$ cat config.mk
export PLATFORM = sky130hd
export DESIGN_NAME = addsub_divider_flat
export DESIGN_NICKNAME = d
export VERILOG_FILES = /design/src/rtl/addsub_pkg.sv /design/src/rtl/addsub_divider_if.sv /design/src/rtl/addsub_divider_step.sv /design/src/rtl/addsub_divider.sv /design/src/flat_wrapper.sv
export SDC_FILE = /design/constraint.sdc
export NUM_CORES = 1
export LEC_CHECK = 0
export CAP_MARGIN = 25
export CORE_UTILIZATION = 50
export DETAILED_ROUTE_END_ITERATION = 8
export PLACE_DENSITY = 0.71
export SETUP_SLACK_MARGIN = 0.3
export SLEW_MARGIN = 20
export SYNTH_ARGS = -nofsm -noshare
export SYNTH_HDL_FRONTEND = slang
export SYNTH_SLANG_ARGS = --single-unit
$ cat constraint.sdc
create_clock -name clk -period 4.1 [get_ports clk]
set_input_delay 0.41 -clock clk [delete_from_list [all_inputs] [get_ports clk]]
set_output_delay 0.41 -clock clk [all_outputs]
set_load 0.02 [all_outputs]
$ cat src/rtl/addsub_pkg.sv
// Shared arithmetic types and the add/sub primitive used by addsub and addsub_divider.
package addsub_pkg;

    typedef enum logic [1:0] {IDLE, RUN, FIX, DONE} div_state_t;

    localparam int DIV_W_DEFAULT = 8;
    // Widest operand the shared add/sub primitive handles; callers truncate the result.
    localparam int ADDSUB_MAX_W  = 33;

    function automatic logic [ADDSUB_MAX_W-1:0] add_sub(
        input logic [ADDSUB_MAX_W-1:0] a,
        input logic [ADDSUB_MAX_W-1:0] b,
        input logic                    sel
    );
        return sel ? a + b : a - b;
    endfunction

endpackage

$ cat src/rtl/addsub_divider_if.sv
// Operand/result handshake bundle for the divider; slave is the divider side.
import addsub_pkg::*;

interface addsub_divider_if #(parameter int WIDTH = DIV_W_DEFAULT);
    logic             in_valid;
    logic             in_ready;
    logic [WIDTH-1:0] dividend;
    logic [WIDTH-1:0] divisor;
    logic             out_valid;
    logic             out_ready;
    logic [WIDTH-1:0] quotient;
    logic [WIDTH-1:0] remainder;
    logic             div_by_zero;

    modport master (
        output in_valid, dividend, divisor, out_ready,
        input  in_ready, out_valid, quotient, remainder, div_by_zero
    );

    modport slave (
        input  in_valid, dividend, divisor, out_ready,
        output in_ready, out_valid, quotient, remainder, div_by_zero
    );
endinterface

$ cat src/rtl/addsub_divider_step.sv
// One non-restoring step on the WIDTH+1 bit partial remainder; with fix=1 it is the
// final correction (unshifted, always add) applied by the caller only when P is negative.
import addsub_pkg::*;

module addsub_step #(parameter int WIDTH = DIV_W_DEFAULT) (
    input  logic [WIDTH:0]   p,
    input  logic             a_msb,
    input  logic [WIDTH-1:0] d,
    input  logic             fix,
    output logic [WIDTH:0]   p_next,
    output logic             q_bit
);
    logic [WIDTH:0] opnd;
    logic           sel;

    always_comb begin
        opnd   = fix ? p : {p[WIDTH-1:0], a_msb};
        // Negative partial remainder adds the divisor back, otherwise subtract.
        sel    = fix ? 1'b1 : p[WIDTH];
        p_next = (WIDTH+1)'(add_sub(ADDSUB_MAX_W'(opnd), ADDSUB_MAX_W'(d), sel));
        q_bit  = ~p_next[WIDTH];
    end
endmodule

$ cat src/rtl/addsub_divider.sv
// Iterative unsigned non-restoring divider: WIDTH+2 cycles accept-to-result (1 for /0);
// one op in flight, in_ready low until the result handshakes, outputs held under backpressure.
import addsub_pkg::*;

module addsub_divider #(parameter int WIDTH = DIV_W_DEFAULT) (
    input logic             clk,
    input logic             rst,
    addsub_divider_if.slave bus
);
    localparam int CW = $clog2(WIDTH);

    div_state_t       state;
    logic [CW-1:0]    cnt;
    logic [WIDTH:0]   p_q;
    logic [WIDTH:0]   p_nxt;
    logic [WIDTH-1:0] a_q;
    logic [WIDTH-1:0] d_q;
    logic             q_bit;
    logic             out_valid_q;
    logic [WIDTH-1:0] quotient_q;
    logic [WIDTH-1:0] remainder_q;
    logic             dbz_q;

    addsub_step #(.WIDTH(WIDTH)) u_step (
        .p      (p_q),
        .a_msb  (a_q[WIDTH-1]),
        .d      (d_q),
        .fix    (state == FIX),
        .p_next (p_nxt),
        .q_bit  (q_bit)
    );

    assign bus.in_ready    = (state == IDLE);
    assign bus.out_valid   = out_valid_q;
    assign bus.quotient    = quotient_q;
    assign bus.remainder   = remainder_q;
    assign bus.div_by_zero = dbz_q;

    always_ff @(posedge clk or posedge rst) begin
        if (rst) begin
            state       <= IDLE;
            cnt         <= '0;
            p_q         <= '0;
            a_q         <= '0;
            d_q         <= '0;
            out_valid_q <= 1'b0;
            quotient_q  <= '0;
            remainder_q <= '0;
            dbz_q       <= 1'b0;
        end else begin
            case (state)
                IDLE: if (bus.in_valid) begin
                    d_q   <= bus.divisor;
                    a_q   <= bus.dividend;
                    p_q   <= '0;
                    dbz_q <= 1'b0;
                    if (bus.divisor == '0) begin
                        quotient_q  <= '1;
                        remainder_q <= bus.dividend;
                        dbz_q       <= 1'b1;
                        out_valid_q <= 1'b1;
                        state       <= DONE;
                    end else begin
                        cnt   <= CW'(WIDTH - 1);
                        state <= RUN;
                    end
                end
                RUN: begin
                    p_q <= p_nxt;
                    a_q <= {a_q[WIDTH-2:0], q_bit};
                    if (cnt == '0) state <= FIX;
                    else           cnt   <= cnt - CW'(1);
                end
                FIX: begin
                    quotient_q  <= a_q;
                    remainder_q <= p_q[WIDTH] ? p_nxt[WIDTH-1:0] : p_q[WIDTH-1:0];
                    out_valid_q <= 1'b1;
                    state       <= DONE;
                end
                DONE: if (bus.out_ready) begin
                    out_valid_q <= 1'b0;
                    state       <= IDLE;
                end
                default: state <= IDLE;
            endcase
        end
    end
endmodule

$ cat src/flat_wrapper.sv
// flat-port wrapper written by rule: the top's interface ports become plain ports
module addsub_divider_flat 
#(parameter int WIDTH = DIV_W_DEFAULT)
  (clk, rst, bus_in_valid, bus_dividend, bus_divisor, bus_out_ready, bus_in_ready, bus_out_valid, bus_quotient, bus_remainder, bus_div_by_zero);
  addsub_divider_if #(.WIDTH(WIDTH)) bus_i ();
  input logic clk;
  input logic rst;
  input wire logic [$bits(bus_i.in_valid)-1:0] bus_in_valid;
  input wire logic [$bits(bus_i.dividend)-1:0] bus_dividend;
  input wire logic [$bits(bus_i.divisor)-1:0] bus_divisor;
  input wire logic [$bits(bus_i.out_ready)-1:0] bus_out_ready;
  output wire logic [$bits(bus_i.in_ready)-1:0] bus_in_ready;
  output wire logic [$bits(bus_i.out_valid)-1:0] bus_out_valid;
  output wire logic [$bits(bus_i.quotient)-1:0] bus_quotient;
  output wire logic [$bits(bus_i.remainder)-1:0] bus_remainder;
  output wire logic [$bits(bus_i.div_by_zero)-1:0] bus_div_by_zero;
  assign bus_i.in_valid = bus_in_valid;
  assign bus_i.dividend = bus_dividend;
  assign bus_i.divisor = bus_divisor;
  assign bus_i.out_ready = bus_out_ready;
  assign bus_in_ready = bus_i.in_ready;
  assign bus_out_valid = bus_i.out_valid;
  assign bus_quotient = bus_i.quotient;
  assign bus_remainder = bus_i.remainder;
  assign bus_div_by_zero = bus_i.div_by_zero;
  addsub_divider #(.WIDTH(WIDTH)) u_core (.clk(clk), .rst(rst), .bus(bus_i));
endmodule
==> qor.yml, run 1 <==
status: "complete, no violations"
yosys_warnings: 0
cts.sinks: 48
vias: 2270
power.leakage_uw: 0.001516
yosysSeqAreaShare_pct: 42.20
wl_per_cell_um: 15.47
fin_skew_ns: 0.006764
numCtsBuffers: 5
setup_violations: 0
syn-instance-count: 295
start_util_pct: 51.69
dominantRegCellSynth: "dfrtp_1"
peakVddDrop_mv: 0.6498
cp-start-kind: "register"
fin_crit_ns: 3.109
critPathKind: "reg -> reg"
gp_congestion: 0.8793
gr-total-overflow: 0
hold_viol: 0
cts.clk_slew.worst_paths_ns: 0.09
antenna_found_initial: 0
post-cts-setup-buffers: 0
maxCapViolations: 0
die_x_um: 77.45
pin_count: 39
rsz0062_at_grt: "no"
cts-htree-levels: 2
setup_tns_ns: 0
track_usage_pct: 22.87
hold_buffers: 0
detail-route-antenna-nets: 0
grt_pass1_vias: 2203
grt_max_degree: 49
grt_pass1_wl_um: 10740
cts_repair_resize_count: 0
drt-total-wl_um: 6235
crit_fanout: 13
period_share_pct: 75.82
vias_per_cell: 5.633
avgSynthCellArea_um2: 9.649
drt_iter0_markers: 166
firstDrtPassIters: 4
layout.area.seq_um2: 1201
port_buffers: 38
crit_arrival_ns: 3.34
synth_edf_count: 0
rows: 27
clk_latency_ns: 0.31
dp_hpwl_um: 4441
worst_slew_pin_slew_ns: 0.8589
synthToLayoutAreaGrowth_pct: 19.47
multi_input_area_um2: 1515
nets: 366
post_dp_cell_area_um2: 3292
finalMaxSlewViolations: 0
ys_async_sr_fraction_pct: 100.0
syn_nets: 331
die_y_um: 77.45
clk_path_buf_depth: 2
cts_root_buf: "clkbuf_8"
power_density_nw_per_um2: 965.9
fmax_ghz: 0.3217
hold_path_class: "reg -> reg"
fill_cells: 464
tritoncts: "done"
synth_cell_types: 40
synthesis.area_um2: 2846
slew_headroom_pct: 42.68
cp_data_required_time_ns: 4.33
ys_seq_elements: 48
fin_area_um2: 3401
fp.dieArea_um2: 5999
drive_above_1_share_pct: 10.57
n_antenna_cell: 0
core_um2: 5507
drc: 0
endpoint_kind: "register"
## per-stage QoR
stage	power [uW]	hold WS [ns]	instances	setup WS (ns)	util (%)
after global placement	2882	0.4550	395	1.174	59.78
after floorplan	2390	0.4396	295	1.061	-
after CTS	3285	0.4807	403	1.026	61.74
after global routing	3568	0.5134	403	0.6964	61.76
final	3285	0.4820	403	0.9912	61.76
after detailed placement	2925	0.4686	395	1.129	59.78
## path summary, 6_finish.rpt
check	from	endpoint	slack (ns)	depth (start not counted)
worst max register to register	u_core.state[0]$_DFFE_PP0P_	u_core.p_q[8]$_DFFE_PP0P_	0.99	12
max in group asynchronous	rst	u_core.bus.remainder[0]$_DFFE_PP0P_	3.02	2
worst min-delay path	u_core.cnt[0]$_DFFE_PP0P_	u_core.cnt[0]$_DFFE_PP0P_	0.48	1
worst min register to register	u_core.cnt[0]$_DFFE_PP0P_	u_core.cnt[0]$_DFFE_PP0P_	0.48	1
worst max-delay path	u_core.state[0]$_DFFE_PP0P_	u_core.p_q[8]$_DFFE_PP0P_	0.99	12
min in group asynchronous	rst	u_core.a_q[5]$_DFFE_PP0P_	0.56	2
## per-layer routing
layer	global-route usage, %	routed length [um]	vias up
met5	0	0	-
met4	9.434	139	0
met3	4.118	299	13
met2	36.90	2982	65
met1	30.21	2814	1079
li1	-	-	1113
## sequential cells by signal (all words and copies together) (netlist names)
register	flops
u_core.p_q	9
u_core.a_q	8
u_core.d_q	8
u_core.bus.div_by_zero	1
u_core.cnt	3
u_core.bus.remainder	8
u_core.bus.quotient	8
u_core.bus.out_valid	1
u_core.state	2
## placed cells by master, fill, tap and decap left out, types with 2 or more instances in the layout
| master | synthesis | layout |
|---|---|---|
| nand4_1 | 2 | 2 |
| nand2b_1 | 4 | 4 |
| dfrtp_1 | 48 | 48 |
| clkdlybuf4s50_1 | 0 | 38 |
| o21a_1 | 3 | 3 |
| o21ai_0 | 23 | 23 |
| xnor2_1 | 5 | 5 |
| nor3_1 | 4 | 4 |
| a21o_1 | 2 | 2 |
| buf_4 | 0 | 4 |
| xor2_1 | 8 | 8 |
| ha_1 | 15 | 15 |
| inv_1 | 20 | 19 |
| nor2_1 | 27 | 27 |
| nand2_1 | 21 | 21 |
| o211ai_1 | 3 | 3 |
| mux2_2 | 17 | 17 |
| clkinv_2 | 0 | 2 |
| a22o_1 | 7 | 7 |
| o21ba_2 | 2 | 2 |
| clkbuf_8 | 0 | 5 |
| a21oi_1 | 19 | 19 |
| a31oi_1 | 14 | 14 |
| mux2i_1 | 18 | 18 |
| o31ai_1 | 3 | 3 |
## Yosys cell counts, drive strengths merged, types with 2 or more instances
cell type / n / share of area, %
o21ba: 2 / 0.70
a21o: 2 / 0.53
o31ai: 3 / 0.79
nand2b: 4 / 0.88
o21a: 3 / 0.79
dfrtp: 48 / 42
nand4: 2 / 0.44
xnor2: 5 / 1.5
ha: 15 / 6.6
o21ai: 24 / 4.2
a31oi: 14 / 3.1
xor2: 8 / 2.5
nand2: 21 / 2.8
a21oi: 19 / 3.3
a22o: 7 / 2.2
nor3: 4 / 0.70
inv: 20 / 2.6
o211ai: 3 / 0.79
mux2: 17 / 6.7
buf: 5 / 0.75
a221oi: 2 / 0.84
nor2: 27 / 3.6
clkbuf: 9 / 1.2
mux2i: 18 / 6.3
## critical path, stage by stage (launching register included)
cell      delay [ns]
dfrtp_1         0.42
inv_1           0.11
ha_1            0.50
nor2_1          0.16
nand2_1         0.11
o21ai_0         0.15
fa_1            0.51
a211oi_1        0.29
o211ai_1        0.14
a21oi_1         0.22
xor2_1          0.22
nor2_1          0.08
o22ai_1         0.12
## report_power, final
part,internal (uW),switching (uW),total (uW)
Clock,181,163,344
Combinational,924,1140,2060
Sequential,684,193,877
## kinds of logic after synthesis
family          after synthesis  share of synthesized area [%]
compound gates               84                          18.59
simple gates                 65                          10.29
flops                        48                          42.20
mux                          35                          13.05
buf+inv                      34                          4.571
fa+ha+maj                    16                          7.297
xor+xnor                     13                          4.000
## area by class of cell
class	instances	share of cell area (%)
multi-input cells	213	44.55
clock buffers	6	2.134
well taps	72	2.649
inverters	20	2.244
flip-flops and latches	48	35.32
clock inverters	2	1.030
repair buffers	42	12.07
No activity file was read; power rests on OpenSTA's default activity.
==> run 2, diff against run 1 <==
clock period = 3 ns   (was 4.1 ns; I/O delays follow)
==> run 2 against run 1 <==
Effect of this change: first-iteration DRC count is 25% lower; final cell count is 4.0% higher; critical path type unchanged; total power is 50% higher.
==> qor.yml, run 2 (synthesized netlist as in run 1, its figures left out) <==
clk_latency_ns: 0.30
core_um2: 5507
wl_per_cell_um: 15.51
grt_pass1_wl_um: 10320
dp_hpwl_um: 4777
path_cells: "inv_2, ha_4, buf_4, mux2_2, ha_1, a21oi_2, o21ai_0, o21bai_1, xor2_1, o21ba_2, o22a_1"
layout_commonest_cell: "dfrtp_1"
track_usage_pct: 22.06
fp.dieArea_um2: 5999
finalPower_uw: 4932
setup_violations: 0
critPathKind: "reg -> reg"
endpoint_kind: "register"
cts.clk_slew.worst_paths_ns: 0.10
n_antenna_cell: 0
pin_count: 39
setup_tns_ns: 0
firstDrtPassIters: 4
maxCapViolations: 0
multi_input_area_um2: 1570
hold_path_class: "in -> async"
fmax_ghz: 0.3809
reg2reg_from: "u_core.state[0]$_DFFE_PP0P_"
grt_pass1_vias: 2140
rsz0062_at_grt: "no"
gp_congestion: 0.8885
rows: 27
crit_fanout: 7
top_register: "u_core.p_q"
port_buffers: 38
hold_buffers: 0
hold_ws_ns: 0.4563
mostFrequentLayoutCells: "dfrtp_1 (47), clkdlybuf4s50_1 (38), nor2_1 (24), nand2_1 (21), buf_4 (19)"
synthToLayoutAreaGrowth_pct: 26.11
drc: 0
cts_root_buf: "clkbuf_8"
cts-htree-levels: 2
crit_family: "compound AO/OA/AOI/OAI gates"
r2r_slack_ns: 0.37
hold_viol: 0
max_stage_delay_ns: 0.39
vias: 2350
slew_headroom_pct: 43.65
slowest_stage: "dfrtp_1"
nets: 382
power.leakage_uw: 0.001597
worst-path-stages: 11
status: "complete, no violations"
grt_max_degree: 49
clk_path_buf_depth: 2
detail-route-antenna-nets: 0
cts.sinks: 48
cp_num_buf_inv: 2
die_x_um: 77.45
drive_above_1_share_pct: 19.31
cp_data_required_time_ns: 3.20
dp_slack_ns: 0.03567
setup_ws_ns: 0.3748
fin_crit_ns: 2.625
layout.area.seq_um2: 1202
drt-total-wl_um: 6498
period_share_pct: 87.51
cp-start-kind: "register"
vias_per_cell: 5.609
crit_arrival_ns: 2.82
fill_cells: 446
antenna_found_initial: 0
reg2reg_depth: 11
power_density_nw_per_um2: 1374
die_y_um: 77.45
finalMaxSlewViolations: 0
peakVddDrop_mv: 1.146
gr-total-overflow: 0
worst_slew_pin_slew_ns: 0.8443
largest_register_ffs: 9
utilization_pct: 65.19
fin_skew_ns: 0.009836
numCtsBuffers: 5
start_util_pct: 51.69
drt_iter0_markers: 125
rr_endpoint: "u_core.bus.remainder[7]$_DFFE_PP0P_"
tritoncts: "done"
run 2: cell types whose count changed in the layout (fill, tap and decap cells not counted), sizes merged:
cell    before  now
clkbuf       6    5
clkinv       2    3
buf          4   20
run 2: per-stage QoR:
stage	cells	cell area (um2)
finish	419	3590
global route	419	3590
CTS	411	3492
detailed placement	401	3344
global placement	401	3344
floorplan	295	2863
run 2: worst max path at each step:
| stage | end | slack (ns) | from |
|---|---|---|---|
| after floorplan | u_core.a_q[0]$_DFFE_PP0P_ | 0.30 | u_core.state[0]$_DFFE_PP0P_ |
| after global placement | u_core.bus.remainder[5]$_DFFE_PP0P_ | 0.18 | u_core.state[0]$_DFFE_PP0P_ |
| after detailed placement | u_core.bus.remainder[5]$_DFFE_PP0P_ | 0.04 | u_core.state[0]$_DFFE_PP0P_ |
| after CTS | u_core.bus.remainder[7]$_DFFE_PP0P_ | 0.32 | u_core.state[0]$_DFFE_PP0P_ |
| after global routing | u_core.bus.remainder[7]$_DFFE_PP0P_ | 0.25 | u_core.state[0]$_DFFE_PP0P_ |
| final | u_core.bus.remainder[7]$_DFFE_PP0P_ | 0.37 | u_core.state[0]$_DFFE_PP0P_ |
run 2: cell type report:
cell class                      instances  area share, %
Clock buffer                            5          1.917
Tap cell                               72          2.510
Clock inverter                          3          1.325
Inverter                               20          2.126
Timing Repair Buffer                   58          14.88
Multi-Input combinational cell        213          43.74
Sequential cell                        48          33.50
run 2: what timing repair did:
| item | CTS | global route |
|---|---|---|
| endpoints found under the hold margin | 0 | 0 |
| pin swaps | 1 | 13 |
| resized for setup | 4 | 18 |
| buffers inserted | 2 | 8 |
| setup endpoints to repair | 9 | 7 |
run 2: per-layer routing:
layer	share of wire (%)	global-route usage (%)	wire, um	vias to the layer above
li1	-	-	-	1150
met1	45	29.25	2945	1143
met2	50	37.17	3250	51
met3	3.7	3.765	239	6
met4	0.95	5.849	62	0
met5	0	0	0	-
run 2: power by group:
part | switching, uW | internal [uW] | leakage [uW]
clock | 229 | 251 | 0.0000583
sequential | 232 | 936 | 0.000555
combinational | 1750 | 1530 | 0.000984
==> run 3, diff against run 2 <==
ABC_CLOCK_PERIOD_IN_PS = 3000   (was not set)
==> results of run 3 <==
Final layout, timing and power as in run 2 (identical DEF).
